<file path="src/rtl/serial_adder_ctrl.sv">
// Bit-serial WIDTH-bit adder: one decoder-based full-adder cell is time-shared
// LSB-first across all operand bits, with valid/ready handshakes on both sides.

module full_adder (
    input  logic a,
    input  logic b,
    input  logic cin,
    output logic s,
    output logic co
);
    logic [7:0] m;

    // One-hot minterm decode of {a,b,cin}; sum and carry are ORs of minterms.
    always_comb begin
        m = 8'd0;
        m[{a, b, cin}] = 1'b1;
    end

    assign s  = m[1] | m[2] | m[4] | m[7];
    assign co = m[3] | m[5] | m[6] | m[7];
endmodule

module serial_adder_ctrl #(
    parameter int WIDTH = 8
) (
    input  logic             clk,
    input  logic             rst,
    input  logic             in_valid,
    output logic             in_ready,
    input  logic [WIDTH-1:0] a,
    input  logic [WIDTH-1:0] b,
    input  logic             cin,
    output logic             out_valid,
    input  logic             out_ready,
    output logic [WIDTH-1:0] sum,
    output logic             cout,
    output logic             ovf,
    output logic             busy
);
    localparam int CW = $clog2(WIDTH);
    localparam logic [CW-1:0] LAST = CW'(WIDTH - 1);
    localparam logic [CW-1:0] PRE  = CW'(WIDTH - 2);

    typedef enum logic [1:0] {IDLE, ADD, DONE} state_t;

    state_t           state;
    logic [WIDTH-1:0] a_sh, b_sh, s_sh;
    logic             carry_q, c_msb;
    logic [CW-1:0]    cnt;
    logic             fa_s, fa_co;

    full_adder u_fa (
        .a   (a_sh[0]),
        .b   (b_sh[0]),
        .cin (carry_q),
        .s   (fa_s),
        .co  (fa_co)
    );

    always_ff @(posedge clk) begin
        if (rst) begin
            state     <= IDLE;
            a_sh      <= '0;
            b_sh      <= '0;
            s_sh      <= '0;
            carry_q   <= 1'b0;
            c_msb     <= 1'b0;
            cnt       <= '0;
            in_ready  <= 1'b1;
            out_valid <= 1'b0;
            busy      <= 1'b0;
            sum       <= '0;
            cout      <= 1'b0;
            ovf       <= 1'b0;
        end else begin
            case (state)
                IDLE: begin
                    if (in_valid && in_ready) begin
                        a_sh     <= a;
                        b_sh     <= b;
                        carry_q  <= cin;
                        cnt      <= '0;
                        in_ready <= 1'b0;
                        busy     <= 1'b1;
                        state    <= ADD;
                    end
                end
                ADD: begin
                    a_sh    <= a_sh >> 1;
                    b_sh    <= b_sh >> 1;
                    s_sh    <= {fa_s, s_sh[WIDTH-1:1]};
                    carry_q <= fa_co;
                    cnt     <= cnt + 1'b1;
                    // Carry produced by bit WIDTH-2 is the carry into the MSB.
                    if (cnt == PRE)
                        c_msb <= fa_co;
                    if (cnt == LAST) begin
                        sum       <= {fa_s, s_sh[WIDTH-1:1]};
                        cout      <= fa_co;
                        ovf       <= (WIDTH == 2 ? carry_q : c_msb) ^ fa_co;
                        busy      <= 1'b0;
                        out_valid <= 1'b1;
                        state     <= DONE;
                    end
                end
                DONE: begin
                    if (out_ready) begin
                        out_valid <= 1'b0;
                        in_ready  <= 1'b1;
                        state     <= IDLE;
                    end
                end
                default: state <= IDLE;
            endcase
        end
    end
endmodule

</file>
<file path="config.mk">
export PLATFORM = sky130hd
export DESIGN_NAME = serial_adder_ctrl
export DESIGN_NICKNAME = d
export VERILOG_FILES = /design/src/rtl/serial_adder_ctrl.sv
export SDC_FILE = /design/constraint.sdc
export NUM_CORES = 1
export LEC_CHECK = 0
export CORE_UTILIZATION = 40
export CTS_CLUSTER_SIZE = 28
export DETAILED_ROUTE_END_ITERATION = 7
export PLACE_DENSITY = 0.63
export RECOVER_POWER = 50
export SETUP_SLACK_MARGIN = 0.2
export SLEW_MARGIN = 20
export SYNTH_ARGS = -nofsm -noshare
export SYNTH_HDL_FRONTEND = slang
export SYNTH_SLANG_ARGS = --single-unit
export TNS_END_PERCENT = 1
</file>
<file path="constraint.sdc">
create_clock -name clk -period 4.15 [get_ports clk]
set_clock_uncertainty 0.1 [all_clocks]
set_input_delay 1.245 -clock clk [delete_from_list [all_inputs] [get_ports clk]]
set_output_delay 1.245 -clock clk [all_outputs]
set_load 0.01 [all_outputs]
</file>
## Word level (Yosys, flattened, before mapping)

Cells that the tools add are included.

| storage, ports and cells | value |
|---|---|
| register bits | 44 |
| input bits | 21 |
| output and inout port bits | 13 |
| logic and storage cells | 66 |

| cells by class | value |
|---|---|
| $add $sub $neg | 1 |
| $lt $le $gt $ge | 2 |
| eq/ne operators | 7 |
| muxes and demuxes | 23 |
| bitwise operators | 7 |
| reduce and logical (&&, ||, !) cells | 13 |

Operator list:

| cell | count |
|---|---|
| 8-bit case mux with 2 select lines | 2 |
| 8-bit 2-to-1 mux | 2 |
| 3-bit AND reduction | 4 |
| 1-bit 2-to-1 mux | 8 |
| 1-bit case mux with 2 select lines | 4 |
| 3-bit == test, second input constant | 2 |
| 2-bit 2-to-1 mux | 3 |
| 2-bit inequality test, second input constant | 3 |
| 1-bit OR | 6 |
| 2-bit case mux with 3 select lines | 1 |
| 3-bit case mux with 2 select lines | 1 |
| 2-bit AND reduction | 3 |
| 2-bit nonzero test | 3 |
| 3-bit by 4-bit less-than comparator with 1-bit output, second input constant | 1 |
| 3-bit by 1-bit adder with 3-bit output, second input constant | 1 |
| 1-bit demux with 3-bit select | 1 |
| 3-bit by 1-bit >= comparator with 1-bit output, second input constant | 1 |
| 3-bit 2-to-1 mux | 1 |
| 2-bit by 1-bit == test with 1-bit output, second input constant | 1 |
| 2-bit == test, second input constant | 1 |
| 1-bit logical AND | 2 |
| 2-bit zero test | 1 |
| 1-bit bitwise XOR | 1 |

## Longest topological paths before layout

| logic depth | value |
|---|---|
| depth after elaboration | 8 |
| mapped depth | 6 |
| gate-level depth less buffers | 5 |

## Cells and area by module

A second synthesis with hierarchy kept.

| unflattened totals | value |
|---|---|
| cells, all modules | 201 |
| area total of the unflattened synthesis | 1,844.3 sq um |

Modules (own cells, without submodules):

| module | instances | cells an instance | area each (sq um) | seq. area each (sq um) |
|---|---|---|---|---|
| serial_adder_ctrl | 1 | 200 | 1,824.2 | 860.8 |
| full_adder | 1 | 1 | 20.0 | 0.0 |

## Worst setup path after synthesis

OpenSTA, ideal clock, no wires.

| timing | value |
|---|---|
| kind | input-to-reg |
| start point | input port in_valid |
| end point | register a_sh[6] |
| setup time | 95 ps |
| arrival | 1,896 ps |
| required time | 3,955 ps |
| path slack | 2,059 ps |
| stages on the path | 4 |
| buffers on the path | 1 |
| cell sequence | a21oi_2 nor2_2 buf_2 a221oi_1 |

| on the way | value |
|---|---|
| word-level cells in the longest chain between the ends | 3 |

Ends and longest elaborated chain:

| what | line | RTL |
|---|---|---|
| start: declaration | 28 | `input logic in_valid,` |
| 1-bit logical AND | 78 | `if (in_valid && in_ready) begin` |
| 2-bit inequality test (no source line) | - |  |
| 2-bit AND reduction (no source line) | - |  |
| end signal: assignment | 89 | `a_sh <= a_sh >> 1;` |
| end: declaration | 47 | `logic [WIDTH-1:0] a_sh, b_sh, s_sh;` |

No other way between the ends.
A chain may end at the register's enable or synchronous reset.

## Worst setup path in the final report

| timing | value |
|---|---|
| start point | input port rst |
| end point | register ovf |

RTL lines:

| what | line | RTL |
|---|---|---|
| start: declaration | 27 | `input logic rst,` |
| end signal: assignment | 100 | `ovf <= (WIDTH == 2 ? carry_q : c_msb) ^ fa_co;` |
| end: declaration | 37 | `output logic ovf,` |

No word-level cell between the ends.

==> metrics.cfg <==
[status]
status = finished clean

[route]
viasPerCell = 5.22
routed_wirelength_mm = 3.51
vias = 1478
ant_nets = 0
wl_per_cell_um = 12.4
detail_route.first_pass.iterations = 4
drt_iter0_drc = 59
drc = 0

[critical_path]
crit_chain = dlygate4sd3_1, clkbuf_1, a211oi_1
crit_path_max_fanout = 18
path_class = in2reg
critPathRequiredTime_ns = 4.20
crit_path_top_delay_cell = dlygate4sd3_1
cpPeakStageDelay_ns = 0.93
cp_top_family = buffers and inverters
critPathBufInv = 2
start_kind = input pin
cp.arrival_ns = 2.84
endpoint_kind = flop

[clock_tree]
cts_tree = built
worstSkewPairLatency_ns = 0.29
path_clk_slew_ns = 0.08
postCtsSetupRepairBufs = 0
cts_root_buffer = clkbuf_8
cts.sinks = 43
clock_path_buffers = 2
post_cts_resized = 0
hold_buffers = 0
htree_num_levels = 2
numCtsBuffers = 5

[timing]
hold_viol = 0
maxSlewHeadroom_pct = 30.4
finalSetupViolations = 0
fmax_ghz = 0.358
final.min_clock_period_ns = 2.79
setup_tns_ns = 0
rsz0062_at_grt = no
tightest_slew_ns = 1.04
maxSlewViolCount = 0
fin_crit_sh_pct = 67.3

[yosys]
yosysSeqAreaShare_pct = 47.0
postSynthAreaPerCell_sq_um = 9.02
synth-async-reset-ratio_pct = 0
synth_edf_count = 0
synth_top_area_cell = dfxtp_1
synth-seq-cells = 43
syn_nets = 228
syn_inst = 203
yosysTopAreaCellShare_pct = 47.0
ys.flop_type = dfxtp_1
netlist_area_sq_um = 1830
synth_most_common_cell = dfxtp_1
synth.distinct_cells = 29
synth_commonest_cells = dfxtp_1 (43), nand2_1 (38), a21oi_1 (26), nor2_1 (19)
synth_area_leaders = dfxtp_1 (47%), mux2i_1 (8.2%), nand2_1 (7.8%), a221oi_1 (7.2%), a21oi_1 (7.1%)
yosys_warnings = 0

[cells_and_area]
diodes = 0
fin_nets = 255
drive_gt1_share_pct = 4.76
syn_to_final_growth_pct = 21.8

[min_path]
worstHoldPathType = reg2reg

[power_and_ir_drop]
p_int_mw = 0.649
power_mw = 0.863
comb_power_share_pct = 14.2
power_frac_clock_pct = 33.3
p_switching_mw = 0.214
swShare_pct = 24.8
irDropWorstVdd_uv = 170
power_density_nw_per_um2 = 387
power_frac_seq_pct = 52.5
p_leak_nw = 0.857

[global_route]
antenna_found_initial = 0
grt_pass1_vias = 1410
grt_max_degree = 27
grt_pass1_wl_mm = 6.29
grt_overflow = 0
grt_use_total_pct = 16.1

[place]
numPortBuffers = 33
routabilityCongestion = 0.729
dp.final_hpwl_mm = 2.27

[die]
rows = 24
die_w_um = 69.7
num_io_pins = 34
core_area_sq_um = 4380
die_area_sq_um = 4850
start_util_pct = 41.8
die-height_um = 69.7

[run]
maxCapViolCount = 0

stage by stage:
stage | cells | setup slack, ns | util [%] | hold WS, ns | cell area (sq um)
6_report | 283 | 1.36 | 50.9 | 0.353 | 2230
5_1_grt | 283 | 1.22 | 50.9 | 0.381 | 2230
4_1_cts | 283 | 1.52 | 51.0 | 0.357 | 2240
3_5_place_dp | 275 | 1.24 | 48.7 | 0.346 | 2140
3_3_place_gp | 275 | 1.28 | 48.7 | 0.345 | 2140
2_1_floorplan | 203 | 2.06 | - | 0.332 | 1830
registers in the layout, summed over array words and instances (netlist names):
register   cells
out_valid      1
sum            8
b_sh           8
ovf            1
state          2
carry_q        1
s_sh           7
a_sh           8
busy           1
c_msb          1
cnt            3
in_ready       1
cout           1
cells by family (layout without fill, tap and decap cells):
group	count (synthesis)	after routing	synth area share [%]
buf+inv	20	48	6.90
simple gates	69	69	16.4
fa+ha+maj	4	4	3.14
flops	43	43	47.0
compound gates	51	51	17.8
mux	15	15	8.20
xor+xnor	1	1	0.479
per-layer routing:
metal,routed length [um],GRT usage [%]
met1,1810,22.4
met2,1500,23.8
met3,137,3.34
met4,59,7.33
met5,0,0
cell usage in the layout, fill, tap and decap left out:
| master | netlist | layout |
|---|---|---|
| dfxtp_1 | 43 | 43 |
| nand2_1 | 38 | 38 |
| clkdlybuf4s50_1 | 0 | 30 |
| a21oi_1 | 26 | 26 |
| nor2_1 | 19 | 19 |
| mux2i_1 | 15 | 15 |
| a221oi_1 | 15 | 15 |
| clkbuf_8 | 0 | 7 |
| o21ai_0 | 5 | 5 |
| inv_1 | 4 | 4 |
| nand2b_1 | 3 | 3 |
| ha_1 | 3 | 3 |
| clkbuf_1 | 6 | 3 |
| dlygate4sd3_1 | 0 | 3 |
| nand3b_1 | 2 | 2 |
| a211oi_1 | 2 | 2 |
| a21oi_2 | 1 | 1 |
| nor2_2 | 1 | 1 |
| and2b_1 | 1 | 1 |
| and3b_1 | 1 | 1 |
| o32ai_1 | 1 | 1 |
| xnor2_1 | 1 | 1 |
| and4bb_2 | 1 | 1 |
| nand3_1 | 1 | 1 |
| o21bai_1 | 1 | 1 |
| nor2b_1 | 1 | 1 |
| nand4_1 | 1 | 1 |
| fa_1 | 1 | 1 |
| buf_4 | 2 | 1 |
layout make-up:
class / count / area, sq um
fill: 460 / 2150
inverter: 4 / 15.0
tap: 52 / 65.1
sequential: 43 / 861
timing repair buffer: 36 / 345
clock buffer: 8 / 100
multi-input combinational: 140 / 843
worst min-delay path: stages (launching register included):
cell	delay, ns
dfxtp_1	0.31
nand2_1	0.05
a21oi_1	0.05
power by group through the flow:
stage / clock network (mW) / logic (mW) / registers [mW]
2_1_floorplan: 0 / 0.0936 / 0.460
3_3_place_gp: 0 / 0.124 / 0.463
3_5_place_dp: 0 / 0.125 / 0.463
4_1_cts: 0.295 / 0.125 / 0.453
5_1_grt: 0.314 / 0.138 / 0.457
6_report: 0.288 / 0.123 / 0.453
path summary, 6_finish.rpt:
path	start	depth (start not counted)	slack, ns	endpoint
worst min register to register	sum[1]	2	0.35	sum[1]
worst max register to register	state[1]	3	2.00	a_sh[6]
worst min-delay path	sum[1]	2	0.35	sum[1]
worst max-delay path	rst	3	1.36	ovf
Note: power is estimated with default switching activity, not from simulation.
